## src/rtl/uart_pkg.sv

```systemverilog
// Shared constants and types for the memory-mapped UART transmitter.
// Latency: n/a (definitions only).
// Backpressure: n/a.
package uart_pkg;

    localparam logic [1:0] REG_TXDATA  = 2'd0;
    localparam logic [1:0] REG_STATUS  = 2'd1;
    localparam logic [1:0] REG_BAUDDIV = 2'd2;

    localparam int ST_FULL    = 0;
    localparam int ST_EMPTY   = 1;
    localparam int ST_BUSY    = 2;
    localparam int ST_OVF     = 3;
    localparam int ST_PAR     = 4;
    localparam int ST_CNT_LSB = 8;

    localparam logic [15:0] BAUD_DIV_MIN = 16'd2;

    typedef enum logic [2:0] {
        IDLE,
        START,
        DATA,
        PARITY,
        STOP
    } tx_state_t;

    function automatic logic [15:0] clamp_baud(input logic [15:0] v);
        return (v < BAUD_DIV_MIN) ? BAUD_DIV_MIN : v;
    endfunction

endpackage

```

## src/rtl/uart_tx_fifo.sv

```systemverilog
// Synchronous byte FIFO; head byte readable combinationally while non-empty.
// Latency: push visible on pop_dat/count one clk after the push edge.
// Backpressure: push while full is dropped unless a pop happens in the same cycle.
module uart_tx_fifo #(
    parameter  int DEPTH = 16,
    localparam int AW    = $clog2(DEPTH),
    localparam int CW    = $clog2(DEPTH + 1)
) (
    input  logic          clk,
    input  logic          rst,
    input  logic          push,
    input  logic [7:0]    push_dat,
    input  logic          pop,
    output logic [7:0]    pop_dat,
    output logic          full,
    output logic          empty,
    output logic [CW-1:0] count
);

    logic [7:0]    mem_q [DEPTH];
    logic [7:0]    mem_d [DEPTH];
    logic [AW-1:0] wr_ptr_q, wr_ptr_d;
    logic [AW-1:0] rd_ptr_q, rd_ptr_d;
    logic [CW-1:0] count_q, count_d;
    logic          push_ok;
    logic          pop_ok;

    assign full    = (count_q == CW'(DEPTH));
    assign empty   = (count_q == '0);
    assign count   = count_q;
    assign pop_dat = mem_q[rd_ptr_q];

    // A pop frees the slot the simultaneous push needs, so full does not block it.
    assign push_ok = push && (!full || pop);
    assign pop_ok  = pop && !empty;

    always_comb begin
        mem_d    = mem_q;
        wr_ptr_d = wr_ptr_q;
        rd_ptr_d = rd_ptr_q;
        count_d  = count_q;
        if (push_ok) begin
            mem_d[wr_ptr_q] = push_dat;
            wr_ptr_d        = wr_ptr_q + AW'(1);
        end
        if (pop_ok) begin
            rd_ptr_d = rd_ptr_q + AW'(1);
        end
        case ({push_ok, pop_ok})
            2'b10:   count_d = count_q + CW'(1);
            2'b01:   count_d = count_q - CW'(1);
            default: count_d = count_q;
        endcase
    end

    always_ff @(posedge clk) begin
        if (!rst) begin
            wr_ptr_q <= '0;
            rd_ptr_q <= '0;
            count_q  <= '0;
        end else begin
            wr_ptr_q <= wr_ptr_d;
            rd_ptr_q <= rd_ptr_d;
            count_q  <= count_d;
        end
    end

    always_ff @(posedge clk) begin
        mem_q <= mem_d;
    end

endmodule

```

## src/rtl/uart_tx_mmio.sv

```systemverilog
// MMIO UART transmitter: TX FIFO plus 8N1 serialiser (8E1 with UART_TX_PARITY_EN).
// Latency: TXDATA write at edge N drives the start bit from edge N+1 when idle.
// Backpressure: CPU polls STATUS.full; writes while full are dropped and set sticky ovf.
module uart_tx_mmio
    import uart_pkg::*;
#(
    parameter int          FIFO_DEPTH   = 16,
    parameter logic [15:0] BAUD_DIV_RST = 16'd434
) (
    input  logic        clk,
    input  logic        rst,
    input  logic        ce,
    input  logic        we,
    input  logic [31:0] addr,
    input  logic [3:0]  sel,
    input  logic [31:0] data_i,
    output logic [31:0] data_o,
    output logic        txd,
    output logic        tx_irq
);

    localparam int CW = $clog2(FIFO_DEPTH + 1);
`ifdef UART_TX_PARITY_EN
    localparam logic PAR_EN = 1'b1;
`else
    localparam logic PAR_EN = 1'b0;
`endif

    tx_state_t     state_q, state_d;
    logic [15:0]   cnt_q, cnt_d;
    logic [2:0]    bit_q, bit_d;
    logic [7:0]    shr_q, shr_d;
    logic [15:0]   baud_q, baud_d;
    logic          ovf_q, ovf_d;

    logic          wr;
    logic [1:0]    reg_sel;
    logic          push;
    logic          pop;
    logic [7:0]    fifo_dat;
    logic          fifo_full;
    logic          fifo_empty;
    logic [CW-1:0] fifo_count;
    logic          bit_end;
    logic [15:0]   bit_load;
    logic          busy;
    logic          unused_ok;

    assign unused_ok = ^{addr[31:4], addr[1:0], data_i[31:16]};

    assign reg_sel  = addr[3:2];
    assign wr       = ce && we && (|sel);
    assign push     = wr && (reg_sel == REG_TXDATA);
    assign bit_end  = (cnt_q == 16'd0);
    assign bit_load = baud_q - 16'd1;

    uart_tx_fifo #(
        .DEPTH (FIFO_DEPTH)
    ) u_fifo (
        .clk      (clk),
        .rst      (rst),
        .push     (push),
        .push_dat (data_i[7:0]),
        .pop      (pop),
        .pop_dat  (fifo_dat),
        .full     (fifo_full),
        .empty    (fifo_empty),
        .count    (fifo_count)
    );

    always_comb begin
        ovf_d  = ovf_q;
        baud_d = baud_q;
        if (push && fifo_full && !pop) begin
            ovf_d = 1'b1;
        end else if (wr && (reg_sel == REG_STATUS) && data_i[ST_OVF]) begin
            ovf_d = 1'b0;
        end
        if (wr && (reg_sel == REG_BAUDDIV)) begin
            baud_d = clamp_baud(data_i[15:0]);
        end
    end

    always_ff @(posedge clk) begin
        if (!rst) begin
            state_q <= IDLE;
            cnt_q   <= '0;
            bit_q   <= '0;
            shr_q   <= '0;
            baud_q  <= BAUD_DIV_RST;
            ovf_q   <= 1'b0;
        end else begin
            state_q <= state_d;
            cnt_q   <= cnt_d;
            bit_q   <= bit_d;
            shr_q   <= shr_d;
            baud_q  <= baud_d;
            ovf_q   <= ovf_d;
        end
    end

    // Each bit reloads from the live BAUDDIV, so a mid-bit write only affects later bits.
    always_comb begin
        state_d = state_q;
        bit_d   = bit_q;
        shr_d   = shr_q;
        pop     = 1'b0;
        cnt_d   = (state_q != IDLE && !bit_end) ? cnt_q - 16'd1 : cnt_q;
        case (state_q)
            IDLE: begin
                if (!fifo_empty) begin
                    pop     = 1'b1;
                    shr_d   = fifo_dat;
                    cnt_d   = bit_load;
                    state_d = START;
                end
            end
            START: begin
                if (bit_end) begin
                    bit_d   = 3'd0;
                    cnt_d   = bit_load;
                    state_d = DATA;
                end
            end
            DATA: begin
                if (bit_end) begin
                    cnt_d = bit_load;
                    if (bit_q == 3'd7) begin
`ifdef UART_TX_PARITY_EN
                        state_d = PARITY;
`else
                        state_d = STOP;
`endif
                    end else begin
                        bit_d = bit_q + 3'd1;
                    end
                end
            end
            PARITY: begin
                if (bit_end) begin
                    cnt_d   = bit_load;
                    state_d = STOP;
                end
            end
            STOP: begin
                if (bit_end) begin
                    if (!fifo_empty) begin
                        pop     = 1'b1;
                        shr_d   = fifo_dat;
                        cnt_d   = bit_load;
                        state_d = START;
                    end else begin
                        state_d = IDLE;
                    end
                end
            end
            default: state_d = IDLE;
        endcase
    end

    always_comb begin
        txd = 1'b1;
        case (state_q)
            START:   txd = 1'b0;
            DATA:    txd = shr_q[bit_q];
            PARITY:  txd = ^shr_q;
            default: txd = 1'b1;
        endcase
        busy   = (state_q != IDLE);
        tx_irq = fifo_empty && !busy;
    end

    always_comb begin
        data_o = '0;
        if (ce) begin
            case (reg_sel)
                REG_STATUS: begin
                    data_o[ST_FULL]             = fifo_full;
                    data_o[ST_EMPTY]            = fifo_empty;
                    data_o[ST_BUSY]             = busy;
                    data_o[ST_OVF]              = ovf_q;
                    data_o[ST_PAR]              = PAR_EN;
                    data_o[ST_CNT_LSB +: CW]    = fifo_count;
                end
                REG_BAUDDIV: data_o[15:0] = baud_q;
                default:     data_o = '0;
            endcase
        end
    end

endmodule

```

## config.mk

```make
export PLATFORM = sky130hd
export DESIGN_NAME = uart_tx_mmio
export DESIGN_NICKNAME = d
export VERILOG_FILES = /design/src/rtl/uart_pkg.sv /design/src/rtl/uart_tx_fifo.sv /design/src/rtl/uart_tx_mmio.sv
export SDC_FILE = /design/constraint.sdc
export NUM_CORES = 1
export LEC_CHECK = 0
export CAP_MARGIN = 20
export CORE_UTILIZATION = 55
export CTS_BUF_LIST = sky130_fd_sc_hd__clkbuf_16
export DETAILED_ROUTE_END_ITERATION = 8
export PLACE_DENSITY_LB_ADDON = 0.3
export SYNTH_ARGS = -nofsm -noshare
export SYNTH_HDL_FRONTEND = slang
export SYNTH_SLANG_ARGS = --single-unit
```

## constraint.sdc

```tcl
create_clock -name clk -period 4.4 [get_ports clk]
set_input_delay 0.88 -clock clk [delete_from_list [all_inputs] [get_ports clk]]
set_output_delay 0.88 -clock clk [all_outputs]
set_load 0.03 [all_outputs]
```

==> impl_metrics.py, run 1 <==
metrics = {
    "yosys": {
        "synth_seq_cells": 188,
        "synth_area_sq_mm": 0.008820,
        "synth_cells": 668,
        "synth.most_common_cell": "edfxtp_1",
        "synth_flop_cell": "edfxtp_1",
        "synth_top_area_share_pct": 43.58,
        "async_flop_share_pct": 0,
        "synth_area_per_cell_sq_um": 13.20,
        "synth_commonest_cells": "edfxtp_1, dfxtp_1, nor2_1",
        "yosysWarnings": 0,
        "synth_edf_count": 128,
        "netlist_top_cells_area": "edfxtp_1, dfxtp_1, mux4_2",
        "yosysTopAreaCell": "edfxtp_1",
        "synth_cell_type_count": 63,
        "ys_seq_area_share_pct": 57.20,
    },
    "worst_setup_path": {
        "start_kind": "primary input",
        "reg2reg_depth": 15,
        "r2r-start": "cnt_q[1]",
        "crit_type": "in -> reg",
        "reg2reg_to": "u_fifo.count[4]",
        "startpoint": "addr[2]",
        "endpoint_kind": "flip-flop",
        "worst_ep_arrival_time_ns": 4.17,
        "worstPathRequired_ns": 4.71,
        "crit_fanout": 8,
        "cp-endpoint": "u_fifo.count[4]",
        "r2r_slack_ns": 0.59,
    },
    "timing": {
        "fin_crit_sh_pct": 87.73,
        "setup_viol": 0,
        "final-hold-violation-count": 0,
        "skew_ns": 0.02819,
        "rsz0062_at_grt": "false",
        "worst_pin_slew_ns": 0.9179,
        "finalCriticalPeriod_ns": 3.860,
        "max_freq_mhz": 259.1,
        "slew_headroom_pct": 38.80,
        "finalWorstSetupSlack_ns": 0.5400,
        "slew_viol_final": 0,
        "fin_tns_setup_ns": 0,
    },
    "placed_design": {
        "gp_congestion": 0.8500,
        "port-buffer-count": 43,
        "place_inst": 900,
        "dp_slack_ns": 0.2593,
        "dp_hpwl_um": 13170,
    },
    "routing": {
        "vias_per_cell": 6.167,
        "vias": 5748,
        "drc": 0,
        "drt_wl_total_um": 19930,
        "wire_per_inst_um": 21.38,
        "ant_nets": 0,
        "dr.pass1.iters": 5,
        "dr.first_iter.drc_count": 637,
    },
    "clocking": {
        "cts.repair.resized": 0,
        "clkTransAtPathRegs_ns": 0.07,
        "clockRootBuffer": "clkbuf_16",
        "insertion_delay_ns": 0.45,
        "clk_path_buf_depth": 2,
        "post_cts_buffers": 0,
        "cts_tree": "built",
        "cts_buffers": 17,
        "hold_buffers": 0,
        "h-tree-depth": 4,
        "clock_sinks": 188,
    },
    "global_routing": {
        "grt_pass1_wl_um": 30970,
        "grt_max_degree": 36,
        "grt_overflow": 0,
        "grt_usage_pct": 25.69,
        "first_global_vias": 5574,
        "antenna_found_initial": 1,
    },
    "finish": {
        "drive_gt1_share_pct": 15.26,
        "diodes": 0,
        "synthToLayoutAreaGrowth_pct": 13.62,
        "final_nets": 796,
        "final_util_pct": 64.96,
        "fin_cells": 932,
    },
    "floorplanning": {
        "start_util_pct": 57.17,
        "coreArea_sq_mm": 0.01543,
        "die-area_sq_mm": 0.01655,
        "die_x_um": 128.6,
        "die_h_um": 128.6,
        "num_rows": 45,
        "io_pins": 106,
    },
    "worst_hold_path": {
        "holdCritStartpoint": "ovf_q",
        "holdCritPathClass": "reg -> reg",
    },
    "pwr": {
        "p_leak_uw": 0.003395,
        "finalPower_uw": 5443,
        "peakVddDrop_uv": 604.3,
        "power_density_mw_per_mm2": 543.2,
    },
    "run_status": {
        "status": "finished, final reports clean",
    },
    "flow_run": {
        "drv_cap": 0,
    },
}
==> cell families after synthesis <==
kind of cell | synth area share, %
adder cells (fa/ha/maj) | 2.270
other | 0.04252
multiplexers | 12.65
buffers and inverters | 4.086
AO/OA/AOI/OAI | 8.995
XOR/XNOR | 3.178
flip-flops | 57.20
AND/OR/NAND/NOR | 11.58
==> sequential cells by signal, indices dropped and copies added, names as in the netlist <==
| name | cells |
|---|---|
| bit_q | 3 |
| cnt_q | 16 |
| ovf_q | 1 |
| u_fifo.mem_q | 128 |
| u_fifo.wr_ptr_q | 4 |
| baud_q | 16 |
| shr_q | 8 |
| u_fifo.count | 5 |
| state_q | 3 |
| u_fifo.rd_ptr_q | 4 |
==> per-stage QoR <==
stage	hold slack [ns]	area [sq um]
2_1_floorplan	0.4437	8876
3_3_place_gp	0.4613	9429
3_5_place_dp	0.4727	9429
4_1_cts	0.4826	10020
5_1_grt	0.5210	10020
6_report	0.4883	10020
==> worst max-delay path: stages <==
cell and delay [ns]:
clkdlybuf4s50_1 0.43, inv_1 0.09, ha_1 0.14, nor3b_1 0.37, o21ai_1 0.32, nor2_1 0.22
inv_1 0.08, ha_1 0.28, xor2_1 0.17, ha_1 0.18, a21oi_1 0.26, o22ai_1 0.14
a222oi_1 0.39, or3_1 0.16, a21oi_1 0.06
==> cell usage in the layout (no fill, tap or decap), types with 5 or more instances in the layout <==
cell type / n
clkdlybuf4s50_1: 43
xnor2_1: 21
nand2b_1: 8
a31oi_1: 6
a22oi_1: 14
nor4b_1: 5
clkbuf_16: 17
buf_4: 20
mux4_2: 42
xor2_1: 11
o21ai_0: 15
or3_1: 8
inv_1: 17
mux2i_1: 17
o2bb2ai_1: 8
nand3_1: 8
nand4_1: 9
a21oi_1: 25
nand2_1: 28
inv_8: 7
ha_1: 16
nor4_1: 12
edfxtp_1: 128
conb_1: 16
and3_1: 18
dfxtp_1: 58
nor2_1: 51
nor3_1: 15
==> layer usage <==
layer	vias to the layer above	share of wire, %	global-route usage (%)
met4	2	2.0	9.758
met3	31	6.9	5.530
met5	-	0.065	0
met1	2846	41	33.39
met2	241	50	42.54
li1	2628	-	-
==> layout make-up <==
| cell class | count | area [sq um] |
|---|---|---|
| Fill cell | 1109 | 5406 |
| Sequential cell | 188 | 5047 |
| Multi-Input combinational cell | 422 | 3477 |
| Timing Repair Buffer | 63 | 580.6 |
| Clock buffer | 17 | 425.4 |
| Tap cell | 211 | 264.0 |
| Clock inverter | 15 | 166.4 |
| Inverter | 16 | 60.06 |
==> power breakdown <==
part	leakage, uW	switching [uW]	internal, uW
clock	0.000294	733	813
sequential	0.00164	248	2010
combinational	0.00146	891	750
total	0.00340	1870	3570
==> how the worst min path moves through the flow <==
stage / cells past startpoint / end / slack, ns
2_1_floorplan: 2 / ovf_q / 0.44
3_3_place_gp: 2 / ovf_q / 0.46
3_5_place_dp: 2 / ovf_q / 0.47
4_1_cts: 2 / ovf_q / 0.48
5_1_grt: 2 / shr_q[5] / 0.52
6_report: 2 / ovf_q / 0.49
(Power assumes the default switching activity.)
==> run 2, diff against run 1 <==
- CELL_PAD_IN_SITES_DETAIL_PLACEMENT: unset -> 1
- CELL_PAD_IN_SITES_GLOBAL_PLACEMENT: unset -> 1
- CORE_UTILIZATION: 55 -> 46
- CTS_CLUSTER_DIAMETER: unset -> 150
==> run 2 against run 1 <==
  * Critical path depth is 2 lower
  * Clock-buffer cell count stayed put
  * First-iteration DRC count shrank 40%
  * Clock power hardly changed
  * Register-to-register slack lost 0.26 ns
  * Sequential cell count unchanged
  * Highest routed layer is now met4
==> impl_metrics.py, run 2 (synthesis results as in run 1) <==
metrics = {
    "run_status": {
        "status": "finished, final reports clean",
    },
    "clocking": {
        "post_cts_buffers": 0,
        "hold_buffers": 0,
        "clkTransAtPathRegs_ns": 0.08,
        "clockRootBuffer": "clkbuf_16",
        "insertion_delay_ns": 0.45,
        "cts_buffers": 17,
        "h-tree-depth": 4,
        "cts_tree": "built",
        "clock_sinks": 188,
        "cts.repair.resized": 0,
        "clk_path_buf_depth": 2,
    },
    "timing": {
        "skew_ns": 0.01471,
        "hold_ws_ns": 0.5016,
        "finalCriticalPeriod_ns": 4.066,
        "rsz0062_at_grt": "false",
        "fin_crit_sh_pct": 92.42,
        "setup_viol": 0,
        "slew_viol_final": 0,
        "final-hold-violation-count": 0,
        "fin_tns_setup_ns": 0,
        "slew_headroom_pct": 35.96,
        "worst_pin_slew_ns": 0.9606,
        "max_freq_mhz": 245.9,
    },
    "pwr": {
        "p_leak_uw": 0.003395,
        "pwr-share-seq_pct": 41.1,
        "p_sw_share_pct": 36.16,
        "p_int_uw": 3536,
        "pwr-share-comb_pct": 30.4,
        "p_sw_uw": 2003,
        "finalPower_uw": 5539,
        "clkPwrFrac_pct": 28.4,
        "power_density_mw_per_mm2": 549.1,
        "peakVddDrop_uv": 408.7,
    },
    "worst_setup_path": {
        "reg2reg_depth": 13,
        "crit_type": "reg -> reg",
        "cp_cell_sequence": "nor4_1 -> nand2_1 -> a211oi_2 -> nor2_1 -> inv_1 -> ha_1 -> xor2_1 -> ha_1 -> a21oi_1 -> o22ai_1 -> a222oi_1 -> o21ai_0 -> a21oi_1",
        "startpoint": "u_fifo.count[0]",
        "endpoint_kind": "flip-flop",
        "critPathMaxStageDelay_ns": 0.66,
        "start_kind": "flip-flop",
        "worst_ep_arrival_time_ns": 4.45,
        "r2r-start": "u_fifo.count[0]",
        "crit_fanout": 8,
        "worstPathRequired_ns": 4.79,
        "crit_path_top_delay_cell": "a211oi_2",
    },
    "worst_hold_path": {
        "holdCritPathClass": "reg -> reg",
        "holdCritStartpoint": "shr_q[4]",
        "min_path_cells": 2,
    },
    "floorplanning": {
        "num_rows": 50,
        "io_pins": 106,
        "die_h_um": 140.5,
        "start_util_pct": 46.99,
        "coreArea_sq_mm": 0.01877,
        "die_x_um": 140.5,
        "die-area_sq_mm": 0.01973,
    },
    "placed_design": {
        "gp_congestion": 0.8403,
        "port-buffer-count": 43,
        "dpl_cell_area_sq_mm": 0.009472,
        "dp_hpwl_um": 15410,
    },
    "finish": {
        "synthToLayoutAreaGrowth_pct": 14.37,
        "fillers": 1864,
        "multiInputGateArea_sq_mm": 0.003483,
        "largest_register_ffs": 128,
        "diodes": 0,
        "final_area_sq_mm": 0.01009,
        "drive_gt1_share_pct": 15.79,
        "final_nets": 797,
        "layout_common_cells": "edfxtp_1, dfxtp_1, nor2_1, clkdlybuf4s50_1, mux4_2",
        "regMostFlops": "u_fifo.mem_q",
        "regArea_sq_mm": 0.005047,
        "largestRegisters": "u_fifo.mem_q x128, baud_q x16, cnt_q x16",
        "final_common_cell": "edfxtp_1",
    },
    "routing": {
        "vias_per_cell": 6.085,
        "drt_wl_total_um": 22400,
        "vias": 5817,
        "dr.pass1.iters": 5,
        "ant_nets": 0,
        "dr.first_iter.drc_count": 384,
        "drc": 0,
        "wire_per_inst_um": 23.43,
    },
    "global_routing": {
        "antenna_found_initial": 0,
        "grt_max_degree": 36,
        "grt_usage_pct": 24.26,
        "grt_pass1_wl_um": 35420,
        "grt_overflow": 0,
        "first_global_vias": 6188,
    },
    "flow_run": {
        "drv_cap": 0,
    },
}
-- run 2: cell count changes in the layout (fill, tap and decap cells not counted), sizes merged --
cell      delta
inv          -4
bufinv       -1
clkinv       +3
buf          +1
clkinvlp     +2
-- run 2: worst paths after layout --
path,to,slack [ns]
max,u_fifo.count[4],0.33
min,shr_q[4],0.50
max reg2reg,u_fifo.count[4],0.33
min reg2reg,shr_q[4],0.50
-- run 2: routing by layer --
layer / share of wire [%] / global-route usage [%] / vias up
li1: - / - / 2629
met1: 43 / 31.53 / 3015
met2: 51 / 40.79 / 139
met3: 4.1 / 4.000 / 34
met4: 2.2 / 9.554 / 0
met5: 0 / 0 / -
-- run 2: power by group through the flow --
stage | registers, uW | clock network (uW) | logic, uW
6_report | 2280 | 1580 | 1690
5_1_grt | 2310 | 1650 | 1830
4_1_cts | 2280 | 1590 | 1680
3_5_place_dp | 2320 | 0 | 1660
3_3_place_gp | 2300 | 0 | 1570
2_1_floorplan | 2150 | 0 | 1360
-- run 2: stage by stage --
| step | cells | setup WS, ns | util, % |
|---|---|---|---|
| 2_1_floorplan | 683 | 0.7593 | - |
| 3_3_place_gp | 924 | 0.4191 | 50.47 |
| 3_5_place_dp | 924 | 0.2133 | 50.47 |
| 4_1_cts | 956 | 0.3812 | 53.75 |
| 5_1_grt | 956 | 0.02907 | 53.75 |
| 6_report | 956 | 0.3337 | 53.75 |
-- run 2: layout make-up --
| type | count | share of cell area, % |
|---|---|---|
| Multi-Input combinational cell | 422 | 34.53 |
| Sequential cell | 188 | 50.04 |
| Clock buffer | 17 | 4.217 |
| Clock inverter | 15 | 1.885 |
| Inverter | 16 | 0.5954 |
| Timing Repair Buffer | 64 | 5.830 |
| Tap cell | 234 | 2.903 |
-- run 2: critical path, delay by kind of cell, from the launching register on --
family                     cells  cell delay (ns)
AOI/OAI and AO/OA              6             1.82
xor gates and xnor gates       1             0.12
adders and majority gates      2             0.52
buffers and inverters          1             0.13
DFF                            1             0.40
and+or+nand+nor                3             1.01
